$ cat src/rtl/vga_reg_scheduler_if.sv
// vga_reg_scheduler_if: frame pacing, register sources and overlay outputs of the vgaREG scheduler.
interface vga_reg_scheduler_if;
    logic        endframe;
    logic [63:0] regs;
    logic [3:0]  req;
    logic [15:0] register;
    logic [1:0]  sel;
    logic        visible;
    logic [2:0]  zoom;
    logic [9:0]  x_pos;
    logic [9:0]  y_pos;
    logic        frame_tick;
    logic        led;
    modport master(output endframe, regs, req,
                   input register, sel, visible, zoom, x_pos, y_pos, frame_tick, led);
    modport slave(input endframe, regs, req,
                  output register, sel, visible, zoom, x_pos, y_pos, frame_tick, led);
endinterface

$ cat src/rtl/vga_reg_scheduler.sv
// vga_reg_scheduler: round-robin time-sharing of the vgaREG overlay between 4 sources, paced by endframe.
// Optional VGA_REG_SCHED_PRIO_EN gives source 0 absolute priority.
module vga_reg_scheduler #(
    parameter int DWELL  = 16,
    parameter int ZSTEP  = 8,
    parameter int ZMIN   = 1,
    parameter int ZMAX   = 3,
    parameter int X_BASE = 16,
    parameter int X_STEP = 144,
    parameter int Y_BASE = 200
) (
    input logic px_clk,
    input logic rst_n,
    vga_reg_scheduler_if.slave bus
);
    localparam logic [0:0] UP   = 1'b0;
    localparam logic [0:0] DOWN = 1'b1;

    logic       endframe_q;
    logic [7:0] frame_cnt;
    logic [7:0] dwell;
    logic [7:0] zstep;
    logic [0:0] zstate;
    logic [0:0] zstate_n;
    logic [1:0] sel_n;
    logic       vis_n;
    logic       adv;
    logic       zadv;
    logic       prio;
    logic [2:0] zoom_n;
    logic [31:0] x_full;

    // The current source is the last candidate, so it keeps the slot only if nobody else asks.
    function automatic logic [1:0] rr_pick(input logic [1:0] s, input logic [3:0] r);
        logic [1:0] p;
        p = s;
        for (int k = 4; k >= 1; k--)
            if (r[2'(int'(s) + k)]) p = 2'(int'(s) + k);
        return p;
    endfunction

    assign bus.frame_tick = bus.endframe & ~endframe_q & rst_n;
    assign bus.led = frame_cnt[7];

    always_comb begin
        adv = dwell == 8'(DWELL - 1);
        zadv = zstep == 8'(ZSTEP - 1);
`ifdef VGA_REG_SCHED_PRIO_EN
        prio = bus.req[0];
`else
        prio = 1'b0;
`endif
        sel_n = prio ? 2'd0 : (adv && |bus.req) ? rr_pick(bus.sel, bus.req) : bus.sel;
        vis_n = prio | (adv ? |bus.req : bus.visible & bus.req[bus.sel]);
        zoom_n = zstate == UP ? (bus.zoom < 3'(ZMAX) ? bus.zoom + 3'd1 : bus.zoom)
                              : (bus.zoom > 3'(ZMIN) ? bus.zoom - 3'd1 : bus.zoom);
        zstate_n = zstate == UP ? (zoom_n >= 3'(ZMAX) ? DOWN : UP)
                                : (zoom_n <= 3'(ZMIN) ? UP : DOWN);
        x_full = 32'(X_BASE + int'(sel_n) * X_STEP);
    end

    always_ff @(posedge px_clk) begin
        if (!rst_n) begin
            endframe_q   <= 1'b0;
            frame_cnt    <= 8'd0;
            dwell        <= 8'd0;
            zstep        <= 8'd0;
            zstate       <= UP;
            bus.register <= 16'd0;
            bus.sel      <= 2'd0;
            bus.visible  <= 1'b0;
            bus.zoom     <= 3'(ZMIN);
            bus.x_pos    <= 10'(X_BASE);
            bus.y_pos    <= 10'(Y_BASE);
        end else begin
            endframe_q <= bus.endframe;
            if (bus.frame_tick) begin
                frame_cnt    <= frame_cnt + 8'd1;
                dwell        <= (adv || prio) ? 8'd0 : dwell + 8'd1;
                zstep        <= zadv ? 8'd0 : zstep + 8'd1;
                if (zadv) begin
                    bus.zoom <= zoom_n;
                    zstate   <= zstate_n;
                end
                bus.sel      <= sel_n;
                bus.visible  <= vis_n;
                bus.register <= vis_n ? bus.regs[16*sel_n +: 16] : 16'd0;
                bus.x_pos    <= x_full[9:0];
                bus.y_pos    <= 10'(Y_BASE);
            end
        end
    end
endmodule

$ cat src/flat_wrapper.sv
// flat-port wrapper written by rule: the top's interface ports become plain ports
module vga_reg_scheduler_flat 
#(
    parameter int DWELL  = 16,
    parameter int ZSTEP  = 8,
    parameter int ZMIN   = 1,
    parameter int ZMAX   = 3,
    parameter int X_BASE = 16,
    parameter int X_STEP = 144,
    parameter int Y_BASE = 200
)
  (px_clk, rst_n, bus_endframe, bus_regs, bus_req, bus_register, bus_sel, bus_visible, bus_zoom, bus_x_pos, bus_y_pos, bus_frame_tick, bus_led);
  vga_reg_scheduler_if bus_i ();
  input logic px_clk;
  input logic rst_n;
  input wire logic [$bits(bus_i.endframe)-1:0] bus_endframe;
  input wire logic [$bits(bus_i.regs)-1:0] bus_regs;
  input wire logic [$bits(bus_i.req)-1:0] bus_req;
  output wire logic [$bits(bus_i.register)-1:0] bus_register;
  output wire logic [$bits(bus_i.sel)-1:0] bus_sel;
  output wire logic [$bits(bus_i.visible)-1:0] bus_visible;
  output wire logic [$bits(bus_i.zoom)-1:0] bus_zoom;
  output wire logic [$bits(bus_i.x_pos)-1:0] bus_x_pos;
  output wire logic [$bits(bus_i.y_pos)-1:0] bus_y_pos;
  output wire logic [$bits(bus_i.frame_tick)-1:0] bus_frame_tick;
  output wire logic [$bits(bus_i.led)-1:0] bus_led;
  assign bus_i.endframe = bus_endframe;
  assign bus_i.regs = bus_regs;
  assign bus_i.req = bus_req;
  assign bus_register = bus_i.register;
  assign bus_sel = bus_i.sel;
  assign bus_visible = bus_i.visible;
  assign bus_zoom = bus_i.zoom;
  assign bus_x_pos = bus_i.x_pos;
  assign bus_y_pos = bus_i.y_pos;
  assign bus_frame_tick = bus_i.frame_tick;
  assign bus_led = bus_i.led;
  vga_reg_scheduler #(.DWELL(DWELL), .ZSTEP(ZSTEP), .ZMIN(ZMIN), .ZMAX(ZMAX), .X_BASE(X_BASE), .X_STEP(X_STEP), .Y_BASE(Y_BASE)) u_core (.px_clk(px_clk), .rst_n(rst_n), .bus(bus_i));
endmodule
$ cat config.mk
export PLATFORM = sky130hd
export DESIGN_NAME = vga_reg_scheduler_flat
export DESIGN_NICKNAME = d
export VERILOG_FILES = /design/src/rtl/vga_reg_scheduler_if.sv /design/src/rtl/vga_reg_scheduler.sv /design/src/flat_wrapper.sv
export SDC_FILE = /design/constraint.sdc
export NUM_CORES = 1
export LEC_CHECK = 0
export ABC_CLOCK_PERIOD_IN_PS = 7960
export BUFFER_PORTS_ARGS = -buffer_cell sky130_fd_sc_hd__buf_2
export CAP_MARGIN = 0
export CORE_MARGIN = 2
export CORE_UTILIZATION = 50
export CTS_CLUSTER_DIAMETER = 100
export CTS_CLUSTER_SIZE = 16
export DETAILED_ROUTE_END_ITERATION = 10
export PLACE_DENSITY = 0.82
export SLEW_MARGIN = 0
export SYNTH_ARGS = -nofsm -noshare
export SYNTH_HDL_FRONTEND = slang
export SYNTH_SLANG_ARGS = --single-unit
$ cat constraint.sdc
create_clock -name px_clk -period 7.96 [get_ports px_clk]
set_clock_uncertainty 0.2 [all_clocks]
set_input_delay 1.592 -clock px_clk [delete_from_list [all_inputs] [get_ports px_clk]]
set_output_delay 1.592 -clock px_clk [all_outputs]
set_load 0.02 [all_outputs]
==> impl_metrics.xml, run 1 <==
<?xml version="1.0" encoding="UTF-8"?>
<metrics>
  <group name="timing">
    <metric name="period_minus_slack" unit="ps">4880</metric>
    <metric name="max_freq" unit="MHz">205</metric>
    <metric name="grt_setup_unrepaired" unit="">false</metric>
    <metric name="final.setup.tns" unit="ps">0</metric>
    <metric name="min_period_over_period" unit="%">61.3</metric>
    <metric name="report.final.hold_viol_count" unit="">0</metric>
    <metric name="drv_slew" unit="">0</metric>
    <metric name="setup-violations-final" unit="">0</metric>
    <metric name="slew_headroom" unit="%">37.6</metric>
    <metric name="tightest_slew" unit="ps">934</metric>
    <metric name="final.setup.worst_slack" unit="ps">3080</metric>
  </group>
  <group name="detailed_routing">
    <metric name="vias" unit="">2542</metric>
    <metric name="vias_per_cell" unit="">5.30</metric>
    <metric name="drt_drc_violations_left" unit="">0</metric>
    <metric name="drt_wl_cell" unit="µm">13.4</metric>
    <metric name="drt_pass1_iterations" unit="">4</metric>
    <metric name="route.antenna.remaining_nets" unit="">0</metric>
    <metric name="totalWireLength" unit="µm">6440</metric>
    <metric name="detail_route.iter0.violations" unit="">95</metric>
  </group>
  <group name="floorplanning">
    <metric name="start_util" unit="%">51.7</metric>
    <metric name="die_h" unit="µm">79.5</metric>
    <metric name="core-area" unit="µm²">5510</metric>
    <metric name="ios" unit="">115</metric>
    <metric name="die-area" unit="µm²">6320</metric>
    <metric name="floorplan.rows" unit="">27</metric>
    <metric name="die_width" unit="µm">79.5</metric>
  </group>
  <group name="synth">
    <metric name="syn-cell-area" unit="µm²">2850</metric>
    <metric name="synth-simple-area-share" unit="%">18.7</metric>
    <metric name="synth_most_common_cell" unit="">sky130_fd_sc_hd__dfxtp_1</metric>
    <metric name="gate_count_after_technology_mapping" unit="">320</metric>
    <metric name="adder_and_majority_gate_portion_of_the_synthesized_area" unit="%">3.07</metric>
    <metric name="netlist_top_cells_count" unit="">sky130_fd_sc_hd__dfxtp_1, sky130_fd_sc_hd__nand2_1, sky130_fd_sc_hd__mux2i_1, sky130_fd_sc_hd__nor2_1, sky130_fd_sc_hd__buf_4</metric>
    <metric name="avgSynthCellArea" unit="µm²">8.90</metric>
    <metric name="post-synth-top-area-fraction" unit="%">35.8</metric>
    <metric name="netlist-cell-type-count" unit="">45</metric>
    <metric name="largest_family_of_logic_cells_by_synthesized_area" unit="">simple AND/OR/NAND/NOR gates</metric>
    <metric name="synth.area.top_cells" unit="">sky130_fd_sc_hd__dfxtp_1, sky130_fd_sc_hd__mux2i_1, sky130_fd_sc_hd__nand2_1, sky130_fd_sc_hd__o221ai_1, sky130_fd_sc_hd__xnor2_1</metric>
    <metric name="asyncSetResetFlopFracSynth" unit="%">0</metric>
    <metric name="synth.ff_latch_count" unit="">51</metric>
    <metric name="synth-seq-area-share" unit="%">35.8</metric>
    <metric name="synth_compound_gate_area_share" unit="%">13.3</metric>
    <metric name="dominant_synthesized_flop_cell" unit="">sky130_fd_sc_hd__dfxtp_1</metric>
    <metric name="post_synth_xor_area_fraction" unit="%">7.64</metric>
    <metric name="synth-edff-count" unit="">0</metric>
    <metric name="yosysTopAreaCell" unit="">sky130_fd_sc_hd__dfxtp_1</metric>
    <metric name="synthMuxAreaShare" unit="%">12.5</metric>
    <metric name="yosysWarnings" unit="">0</metric>
  </group>
  <group name="clock_network">
    <metric name="cts_inserted_buffers" unit="">5</metric>
    <metric name="cts_tree" unit="">yes</metric>
    <metric name="ctsHtreeMaxLevel" unit="">2</metric>
    <metric name="root_buffer" unit="">sky130_fd_sc_hd__clkbuf_8</metric>
    <metric name="cts.sinks" unit="">51</metric>
    <metric name="max-clock-path-buffers" unit="">2</metric>
    <metric name="holdBufCountCts" unit="">0</metric>
    <metric name="cts-resized-gates" unit="">0</metric>
    <metric name="clk_latency" unit="ps">310</metric>
    <metric name="setup_buffers_after_cts" unit="">0</metric>
    <metric name="cts.reportedPaths.clkPinSlew" unit="ps">100</metric>
  </group>
  <group name="grt">
    <metric name="grt_antenna_before_repair" unit="">0</metric>
    <metric name="number_of_global_route_vias_before_repair" unit="">2360</metric>
    <metric name="grt_usage" unit="%">20.6</metric>
    <metric name="globalRoute.totalOverflow" unit="">0</metric>
    <metric name="grt_first_pass_wirelength" unit="µm">10400</metric>
    <metric name="pin_count_of_the_biggest_net_entering_global_routing" unit="">35</metric>
  </group>
  <group name="power">
    <metric name="p_leak" unit="nW">1.73</metric>
    <metric name="max-vdd-ir-drop" unit="µV">79.4</metric>
    <metric name="report.power.total" unit="mW">0.472</metric>
    <metric name="cellPowerDensity" unit="nW/µm²">139</metric>
  </group>
  <group name="setup_path">
    <metric name="crit_chain" unit="">buf_2 &gt; nor2b_1 &gt; nand2_1 &gt; clkinv_1 &gt; buf_2</metric>
    <metric name="criticalPathCategory" unit="">in -&gt; out</metric>
    <metric name="critical_path_cell_with_the_highest_stage_delay" unit="">sky130_fd_sc_hd__nor2b_1</metric>
    <metric name="cp-start-kind" unit="">primary input</metric>
    <metric name="crit_buf_inv" unit="">3</metric>
    <metric name="max_stage_delay" unit="ps">740</metric>
    <metric name="critical-path-top-cell-by-count" unit="">sky130_fd_sc_hd__buf_2</metric>
    <metric name="cp-end-kind" unit="">output port</metric>
    <metric name="critical_path.top_delay_family" unit="">simple AND/OR/NAND/NOR gates</metric>
    <metric name="worstPathMaxFanout" unit="">14</metric>
    <metric name="critPathRequiredTime" unit="ps">6170</metric>
    <metric name="cp.arrival" unit="ps">3090</metric>
  </group>
  <group name="final_layout">
    <metric name="antennaDiodeCount" unit="">0</metric>
    <metric name="layout.nets" unit="">485</metric>
    <metric name="drive_above_1_share" unit="%">27.2</metric>
    <metric name="fin_area" unit="µm²">3390</metric>
    <metric name="nFillCells" unit="">485</metric>
    <metric name="layout-area-overhead-vs-synth" unit="%">18.9</metric>
  </group>
  <group name="place">
    <metric name="gpl.final_weighted_congestion" unit="">0.873</metric>
    <metric name="place_ws" unit="ps">3110</metric>
    <metric name="hpwlAfterDp" unit="µm">4880</metric>
    <metric name="placement.cell_area" unit="µm²">3290</metric>
    <metric name="placement.io_buffers" unit="">99</metric>
  </group>
  <group name="hold_path">
    <metric name="timing.hold.worst.class" unit="">reg -&gt; reg</metric>
  </group>
  <group name="job">
    <metric name="drv.max_cap_violation_count" unit="">0</metric>
  </group>
  <group name="run_status">
    <metric name="run_status" unit="">finished, final reports clean</metric>
  </group>
</metrics>
worst min-delay path, delay by kind of cell, from the launching register on:
family             cells  cell delay, ps
AOI/OAI and AO/OA      1              60
DFF                    1             340
and+or+nand+nor        1              50
path summary, 6_finish.rpt:
path                                    endpoint                                 from  cells past startpoint  slack (ps)
min          u_core.bus.register[1]$_SDFFE_PN0P_  u_core.bus.register[1]$_SDFFE_PN0P_                      2         280
max reg2reg     u_core.bus.x_pos[5]$_SDFFE_PN0P_       u_core.bus.sel[0]$_SDFFE_PN0P_                      9        4800
max                               bus_frame_tick                         bus_endframe                      5        3080
min reg2reg  u_core.bus.register[1]$_SDFFE_PN0P_  u_core.bus.register[1]$_SDFFE_PN0P_                      2         280
layout by cell type, fill, tap and decap left out, drive strengths merged, types with 4 or more instances in the layout:
cell,count
xor2,7
ha,7
xnor2,17
and2,13
dfxtp,51
o21ai,7
nand2,40
clkbuf,5
inv,10
nor2b,5
mux2i,33
nand3,14
and3,4
a21oi,4
conb,15
a21boi,5
buf,100
o221ai,16
nor2,19
metrics by stage:
stage	hold slack, ps	util, %	instances
floorplan	256	-	333
global placement	239	59.8	472
detailed placement	252	59.8	472
CTS	281	61.5	480
global route	303	61.5	480
finish	277	61.5	480
state kept, by name (all words and copies together), names as in the netlist:
register / count
u_core.bus.x_pos: 4
u_core.bus.visible: 1
u_core.endframe_q: 1
u_core.zstep: 8
u_core.bus.zoom: 3
u_core.bus.register: 16
u_core.frame_cnt: 8
u_core.dwell: 8
u_core.zstate: 1
u_core.bus.sel: 1
area by class of cell:
class	count	area [µm²]	area share [%]
clock buffers	5	68.8	2.03
inverters	10	37.5	1.11
repair buffers	100	503	14.9
well taps	72	90.1	2.66
multi-input cells	239	1640	48.4
flip-flops and latches	51	1020	30.1
clock inverters	3	27.5	0.813
routing by layer:
metal	up-vias	wire (µm)	track usage (%)
li1	1260	-	-
met1	1162	2680	25.1
met2	109	3140	34.5
met3	11	501	5.66
met4	0	121	7.41
met5	-	0	0
where the power goes:
| part | internal (mW) | switching, mW | leakage [nW] |
|---|---|---|---|
| clock network | 0.0646 | 0.0937 | 0.0463 |
| logic | 0.0231 | 0.0293 | 1.28 |
| registers | 0.258 | 0.00310 | 0.412 |
cells by family after synthesis:
| logic type | after synthesis |
|---|---|
| compound gates | 48 |
| buf+inv | 43 |
| other cells | 2 |
| fa+ha+maj | 7 |
| xor+xnor | 24 |
| simple gates | 111 |
| mux | 34 |
| flops | 51 |
Note: power is estimated with default switching activity, not from simulation.
==> run 2, diff against run 1 <==
- ABC_CLOCK_PERIOD_IN_PS: 7960 -> 5050
- CORE_UTILIZATION: 50 -> 49
- PLACE_DENSITY: 0.82 -> 0.81
- clock period: 7.96 -> 5.05 ns (I/O delays scaled with it)
==> run 2 against run 1 <==
Net effect:
- final cell count grew 0.21%
- global-route usage grew 0.074 points
- flip-flop and latch count is the same
- wire length grew 3.3%
- critical path depth grew 1
- largest power group unchanged
==> impl_metrics.xml, run 2 (same netlist as run 1, synthesis figures left out) <==
<?xml version="1.0" encoding="UTF-8"?>
<metrics>
  <group name="timing">
    <metric name="drv_slew" unit="">0</metric>
    <metric name="max_freq" unit="MHz">304</metric>
    <metric name="final.setup.tns" unit="ps">0</metric>
    <metric name="period_minus_slack" unit="ps">3290</metric>
    <metric name="slew_headroom" unit="%">58.5</metric>
    <metric name="report.final.hold_viol_count" unit="">0</metric>
    <metric name="setup-violations-final" unit="">0</metric>
    <metric name="grt_setup_unrepaired" unit="">false</metric>
    <metric name="min_period_over_period" unit="%">65.1</metric>
    <metric name="hold-worst-slack" unit="ps">269</metric>
    <metric name="tightest_slew" unit="ps">622</metric>
  </group>
  <group name="clock_network">
    <metric name="max-clock-path-buffers" unit="">2</metric>
    <metric name="cts_tree" unit="">yes</metric>
    <metric name="cts-resized-gates" unit="">0</metric>
    <metric name="cts.sinks" unit="">51</metric>
    <metric name="cts.reportedPaths.clkPinSlew" unit="ps">90</metric>
    <metric name="clk_latency" unit="ps">300</metric>
    <metric name="cts_inserted_buffers" unit="">5</metric>
    <metric name="holdBufCountCts" unit="">0</metric>
    <metric name="ctsHtreeMaxLevel" unit="">2</metric>
    <metric name="setup_buffers_after_cts" unit="">0</metric>
    <metric name="root_buffer" unit="">sky130_fd_sc_hd__clkbuf_8</metric>
  </group>
  <group name="job">
    <metric name="drv.max_cap_violation_count" unit="">0</metric>
  </group>
  <group name="hold_path">
    <metric name="min_delay_path_depth" unit="">2</metric>
    <metric name="hold_path_end" unit="">u_core.bus.x_pos[5]$_SDFFE_PN0P_</metric>
    <metric name="holdCritStartpoint" unit="">u_core.bus.x_pos[5]$_SDFFE_PN0P_</metric>
    <metric name="timing.hold.worst.class" unit="">reg -&gt; reg</metric>
  </group>
  <group name="setup_path">
    <metric name="critPathRequiredTime" unit="ps">3840</metric>
    <metric name="cp.arrival" unit="ps">2080</metric>
    <metric name="critical_path.top_delay_family" unit="">buffers and inverters</metric>
    <metric name="max_stage_delay" unit="ps">260</metric>
    <metric name="rr_endpoint" unit="">u_core.bus.x_pos[5]$_SDFFE_PN0P_</metric>
    <metric name="cp-start-kind" unit="">primary input</metric>
    <metric name="cp-end-kind" unit="">output port</metric>
    <metric name="critical_path_cell_with_the_highest_stage_delay" unit="">sky130_fd_sc_hd__clkinv_1</metric>
    <metric name="r2r-start" unit="">u_core.bus.sel[0]$_SDFFE_PN0P_</metric>
    <metric name="regToRegSetupSlack" unit="ps">1990</metric>
    <metric name="worstPathMaxFanout" unit="">14</metric>
    <metric name="ff_to_ff_path_depth" unit="">9</metric>
    <metric name="critical-path-top-cell-by-count" unit="">sky130_fd_sc_hd__buf_2</metric>
    <metric name="criticalPathCategory" unit="">in -&gt; out</metric>
    <metric name="crit_buf_inv" unit="">4</metric>
    <metric name="crit_chain" unit="">buf_2 &gt; nor2b_1 &gt; buf_4 &gt; nand2_1 &gt; clkinv_1 &gt; buf_2</metric>
  </group>
  <group name="detailed_routing">
    <metric name="drt_wl_cell" unit="µm">13.8</metric>
    <metric name="drt_pass1_iterations" unit="">4</metric>
    <metric name="route.antenna.remaining_nets" unit="">0</metric>
    <metric name="vias_per_cell" unit="">5.30</metric>
    <metric name="totalWireLength" unit="µm">6650</metric>
    <metric name="drt_drc_violations_left" unit="">0</metric>
    <metric name="detail_route.iter0.violations" unit="">100</metric>
    <metric name="vias" unit="">2550</metric>
  </group>
  <group name="floorplanning">
    <metric name="die_width" unit="µm">80.3</metric>
    <metric name="die-area" unit="µm²">6440</metric>
    <metric name="core-area" unit="µm²">5570</metric>
    <metric name="ios" unit="">115</metric>
    <metric name="floorplan.rows" unit="">27</metric>
    <metric name="die_h" unit="µm">80.3</metric>
    <metric name="start_util" unit="%">51.1</metric>
  </group>
  <group name="final_layout">
    <metric name="largest_register" unit="">u_core.bus.register</metric>
    <metric name="finish.cell_count_without_fillers" unit="">481</metric>
    <metric name="mostFrequentLayoutCell" unit="">sky130_fd_sc_hd__buf_2</metric>
    <metric name="drive_above_1_share" unit="%">27.4</metric>
    <metric name="layout_common_cells" unit="">sky130_fd_sc_hd__buf_2, sky130_fd_sc_hd__dfxtp_1, sky130_fd_sc_hd__nand2_1</metric>
    <metric name="layout.nets" unit="">486</metric>
    <metric name="layout-area-overhead-vs-synth" unit="%">19.2</metric>
    <metric name="antennaDiodeCount" unit="">0</metric>
    <metric name="number_of_flip_flops_in_the_largest_register" unit="">16</metric>
    <metric name="fin_area" unit="µm²">3400</metric>
    <metric name="nFillCells" unit="">521</metric>
  </group>
  <group name="power">
    <metric name="intPower" unit="mW">0.556</metric>
    <metric name="swShare" unit="%">25.5</metric>
    <metric name="power.combinational.fraction" unit="%">11.3</metric>
    <metric name="cellPowerDensity" unit="nW/µm²">220</metric>
    <metric name="max-vdd-ir-drop" unit="µV">132</metric>
    <metric name="p_clk_share" unit="%">33.6</metric>
    <metric name="p_leak" unit="nW">1.74</metric>
    <metric name="report.power.total" unit="mW">0.747</metric>
    <metric name="seqPwrFrac" unit="%">55.2</metric>
    <metric name="total_switching_power" unit="mW">0.191</metric>
  </group>
  <group name="grt">
    <metric name="grt_usage" unit="%">20.6</metric>
    <metric name="pin_count_of_the_biggest_net_entering_global_routing" unit="">35</metric>
    <metric name="grt_antenna_before_repair" unit="">0</metric>
    <metric name="globalRoute.totalOverflow" unit="">0</metric>
    <metric name="number_of_global_route_vias_before_repair" unit="">2386</metric>
    <metric name="grt_first_pass_wirelength" unit="µm">10700</metric>
  </group>
  <group name="place">
    <metric name="gpl.final_weighted_congestion" unit="">0.818</metric>
    <metric name="hpwlAfterDp" unit="µm">5040</metric>
    <metric name="placement.cell_area" unit="µm²">3300</metric>
    <metric name="placedCellCount" unit="">473</metric>
    <metric name="placement.io_buffers" unit="">99</metric>
  </group>
  <group name="run_status">
    <metric name="run_status" unit="">finished, final reports clean</metric>
  </group>
</metrics>
-- run 2: changes by cell type in the layout (fill, tap and decap cells not counted), sizes merged --
| cell | before | now |
|---|---|---|
| buf | 100 | 101 |
| clkbuf | 5 | 6 |
| inv | 10 | 9 |
-- run 2: power by group through the flow --
| stage | combinational, mW | sequential [mW] | clock, mW |
|---|---|---|---|
| global placement | 0.0820 | 0.421 | 0 |
| finish | 0.0841 | 0.412 | 0.251 |
| detailed placement | 0.0839 | 0.421 | 0 |
| CTS | 0.0842 | 0.412 | 0.258 |
| floorplan | 0.0546 | 0.421 | 0 |
| global route | 0.0930 | 0.413 | 0.276 |
-- run 2: worst max path at each step --
stage	to	cells after the start	slack [ps]	start
3_5_place_dp	u_core.bus.x_pos[5]$_SDFFE_PN0P_	10	1480	bus_req[2]
2_1_floorplan	u_core.bus.x_pos[5]$_SDFFE_PN0P_	9	1950	bus_req[2]
5_1_grt	u_core.bus.x_pos[5]$_SDFFE_PN0P_	10	1610	bus_req[2]
3_3_place_gp	u_core.bus.x_pos[5]$_SDFFE_PN0P_	10	1530	bus_req[2]
4_1_cts	bus_frame_tick	6	1760	bus_endframe
6_report	bus_frame_tick	6	1760	bus_endframe
-- run 2: tightest hold or removal path, delay by kind of cell (launching register included) --
family             cells  cell delay (ps)
AOI/OAI and AO/OA      1               70
and+or+nand+nor        1               40
DFF                    1              320
-- run 2: final cells by class --
class	instances	area, µm²	share of cell area [%]
Clock buffer	6	82.6	2.43
Clock inverter	2	16.3	0.479
Inverter	10	37.5	1.10
Multi-Input combinational cell	239	1640	48.3
Sequential cell	51	1020	30.1
Tap cell	72	90.1	2.65
Timing Repair Buffer	101	510	15.0
-- run 2: metrics by stage --
step	setup slack, ps	utilization, %
final	1760	60.9
after global routing	1610	60.9
after CTS	1760	60.9
after detailed placement	1480	59.2
after global placement	1530	59.2
after floorplan	1950	-
-- run 2: routing by layer --
| layer | wire length (µm) | share of wire [%] | GRT usage [%] | vias up |
|---|---|---|---|---|
| li1 | - | - | - | 1261 |
| met1 | 2710 | 41 | 23.5 | 1176 |
| met2 | 3360 | 50 | 37.0 | 101 |
| met3 | 494 | 7.4 | 6.74 | 12 |
| met4 | 87 | 1.3 | 5.25 | 0 |
| met5 | 0 | 0 | 0 | - |
==> run 3, diff against run 2 <==
- ABC_CLOCK_PERIOD_IN_PS: 5050 -> 2800
- CORE_UTILIZATION: 49 -> 44
- PLACE_DENSITY: 0.81 -> 0.77
- clock period: 5.05 -> 2.8 ns (I/O delays scaled with it)
==> run 3 against run 2 <==
Net effect:
- critical path depth rose by 2
- critical endpoint is now u_core.bus.register[4]$_SDFFE_PN0P_
- setup slack lost 1500 ps
- largest cell class unchanged
- largest power group unchanged
- hold slack lost 2.6 ps
==> impl_metrics.xml, run 3 (same netlist as run 1, synthesis figures left out) <==
<?xml version="1.0" encoding="UTF-8"?>
<metrics>
  <group name="final_layout">
    <metric name="footprint_of_the_multi_input_gates" unit="µm²">1640</metric>
    <metric name="layout.nets" unit="">493</metric>
    <metric name="layout-area-overhead-vs-synth" unit="%">22.0</metric>
    <metric name="antennaDiodeCount" unit="">0</metric>
    <metric name="area.sequential" unit="µm²">1020</metric>
    <metric name="nFillCells" unit="">585</metric>
    <metric name="largest_register" unit="">u_core.bus.register</metric>
    <metric name="fin_area" unit="µm²">3480</metric>
    <metric name="mostFrequentLayoutCell" unit="">sky130_fd_sc_hd__buf_2</metric>
    <metric name="layout_common_cells" unit="">sky130_fd_sc_hd__buf_2, sky130_fd_sc_hd__dfxtp_1, sky130_fd_sc_hd__nand2_1</metric>
    <metric name="number_of_flip_flops_in_the_largest_register" unit="">16</metric>
    <metric name="drive_above_1_share" unit="%">28.4</metric>
  </group>
  <group name="timing">
    <metric name="final.setup.worst_slack" unit="ps">266</metric>
    <metric name="grt_setup_unrepaired" unit="">false</metric>
    <metric name="min_period_over_period" unit="%">90.5</metric>
    <metric name="period_minus_slack" unit="ps">2530</metric>
    <metric name="slew_headroom" unit="%">56.9</metric>
    <metric name="max_freq" unit="MHz">395</metric>
    <metric name="report.final.hold_viol_count" unit="">0</metric>
    <metric name="hold-worst-slack" unit="ps">266</metric>
    <metric name="setup-violations-final" unit="">0</metric>
    <metric name="final.setup.tns" unit="ps">0</metric>
    <metric name="tightest_slew" unit="ps">646</metric>
    <metric name="drv_slew" unit="">0</metric>
  </group>
  <group name="floorplanning">
    <metric name="ios" unit="">115</metric>
    <metric name="floorplan.rows" unit="">29</metric>
    <metric name="start_util" unit="%">45.1</metric>
    <metric name="die_h" unit="µm">84.5</metric>
    <metric name="core-area" unit="µm²">6310</metric>
    <metric name="die-area" unit="µm²">7130</metric>
    <metric name="die_width" unit="µm">84.5</metric>
  </group>
  <group name="clock_network">
    <metric name="clk_latency" unit="ps">310</metric>
    <metric name="max-clock-path-buffers" unit="">2</metric>
    <metric name="cts_tree" unit="">yes</metric>
    <metric name="root_buffer" unit="">sky130_fd_sc_hd__clkbuf_8</metric>
    <metric name="cts_inserted_buffers" unit="">5</metric>
    <metric name="setup_buffers_after_cts" unit="">0</metric>
    <metric name="ctsHtreeMaxLevel" unit="">2</metric>
    <metric name="cts.reportedPaths.clkPinSlew" unit="ps">100</metric>
    <metric name="cts-resized-gates" unit="">0</metric>
    <metric name="holdBufCountCts" unit="">0</metric>
    <metric name="cts.sinks" unit="">51</metric>
  </group>
  <group name="detailed_routing">
    <metric name="vias_per_cell" unit="">5.07</metric>
    <metric name="drt_drc_violations_left" unit="">0</metric>
    <metric name="vias" unit="">2501</metric>
    <metric name="route.antenna.remaining_nets" unit="">0</metric>
    <metric name="totalWireLength" unit="µm">6500</metric>
    <metric name="detail_route.iter0.violations" unit="">80</metric>
    <metric name="drt_wl_cell" unit="µm">13.2</metric>
    <metric name="drt_pass1_iterations" unit="">4</metric>
  </group>
  <group name="place">
    <metric name="hpwlAfterDp" unit="µm">5010</metric>
    <metric name="place_ws" unit="ps">-42.3</metric>
    <metric name="placement.cell_area" unit="µm²">3380</metric>
    <metric name="gpl.final_weighted_congestion" unit="">0.822</metric>
    <metric name="placement.io_buffers" unit="">99</metric>
  </group>
  <group name="setup_path">
    <metric name="criticalPathCategory" unit="">reg -&gt; reg</metric>
    <metric name="cp-start-kind" unit="">flop</metric>
    <metric name="startpoint" unit="">u_core.dwell[0]$_SDFFE_PN0P_</metric>
    <metric name="r2r-start" unit="">u_core.dwell[0]$_SDFFE_PN0P_</metric>
    <metric name="cp.arrival" unit="ps">2520</metric>
    <metric name="critPathRequiredTime" unit="ps">2780</metric>
    <metric name="cp-end-kind" unit="">flop</metric>
    <metric name="worstPathMaxFanout" unit="">16</metric>
    <metric name="regToRegSetupSlack" unit="ps">270</metric>
  </group>
  <group name="job">
    <metric name="drv.max_cap_violation_count" unit="">0</metric>
  </group>
  <group name="power">
    <metric name="swShare" unit="%">25.4</metric>
    <metric name="power.combinational.fraction" unit="%">11.4</metric>
    <metric name="cellPowerDensity" unit="nW/µm²">388</metric>
    <metric name="intPower" unit="mW">1.01</metric>
    <metric name="p_clk_share" unit="%">33.6</metric>
    <metric name="seqPwrFrac" unit="%">55.0</metric>
    <metric name="max-vdd-ir-drop" unit="µV">226</metric>
    <metric name="p_leak" unit="nW">1.79</metric>
    <metric name="total_switching_power" unit="mW">0.343</metric>
  </group>
  <group name="hold_path">
    <metric name="holdCritStartpoint" unit="">u_core.bus.x_pos[5]$_SDFFE_PN0P_</metric>
    <metric name="timing.hold.worst.class" unit="">reg -&gt; reg</metric>
  </group>
  <group name="run_status">
    <metric name="run_status" unit="">finished, final reports clean</metric>
  </group>
  <group name="grt">
    <metric name="pin_count_of_the_biggest_net_entering_global_routing" unit="">28</metric>
    <metric name="grt_first_pass_wirelength" unit="µm">10900</metric>
    <metric name="number_of_global_route_vias_before_repair" unit="">2454</metric>
    <metric name="globalRoute.totalOverflow" unit="">0</metric>
    <metric name="grt_usage" unit="%">18.5</metric>
    <metric name="grt_antenna_before_repair" unit="">0</metric>
  </group>
</metrics>
run 3: changes by cell type in the layout (fill, tap and decap cells not counted):
cell                         previous run  this run
sky130_fd_sc_hd__clkbuf_1               0         1
sky130_fd_sc_hd__buf_4                  2         7
sky130_fd_sc_hd__buf_12                 0         2
sky130_fd_sc_hd__clkinvlp_4             1         0
run 3: worst paths after layout:
| path | end | cells past startpoint |
|---|---|---|
| hold / removal | u_core.bus.x_pos[5]$_SDFFE_PN0P_ | 2 |
| setup reg to reg | u_core.bus.register[4]$_SDFFE_PN0P_ | 8 |
| hold reg to reg | u_core.bus.x_pos[5]$_SDFFE_PN0P_ | 2 |
| setup / recovery | u_core.bus.register[4]$_SDFFE_PN0P_ | 8 |
run 3: area by class of cell:
class	count	share of cell area (%)
Multi-Input combinational cell	239	47.1
Clock inverter	1	0.252
Sequential cell	51	29.4
Inverter	10	1.08
Tap cell	77	2.77
Timing Repair Buffer	108	16.9
Clock buffer	7	2.48
run 3: metrics by stage:
step,utilization [%],instances,power [mW]
floorplan,-,333,0.858
global placement,53.6,485,0.909
detailed placement,53.6,485,0.914
CTS,55.1,493,1.36
global route,55.1,493,1.41
finish,55.1,493,1.35
run 3: layer usage:
metal | GRT usage (%) | routed length, µm | vias up
met5 | 0 | 0 | -
met4 | 4.18 | 57 | 0
met3 | 4.52 | 391 | 5
met2 | 33.1 | 3180 | 80
met1 | 22.5 | 2870 | 1139
li1 | - | - | 1277
run 3: worst max-delay path: stages, from the launching register on:
cell and delay (ps):
sky130_fd_sc_hd__dfxtp_1 410, sky130_fd_sc_hd__ha_1 200, sky130_fd_sc_hd__nand3_1 90, sky130_fd_sc_hd__nand2b_1 300, sky130_fd_sc_hd__a2111oi_4 400, sky130_fd_sc_hd__xnor2_4 220
sky130_fd_sc_hd__buf_12 210, sky130_fd_sc_hd__mux2i_1 220, sky130_fd_sc_hd__o221ai_1 150
run 3: power by group through the flow:
stage          logic, mW  registers, mW  clock network (mW)
2_1_floorplan     0.0984          0.760                   0
3_3_place_gp       0.150          0.759                   0
3_5_place_dp       0.154          0.760                   0
4_1_cts            0.154          0.743               0.466
5_1_grt            0.171          0.745               0.495
6_report           0.153          0.743               0.453
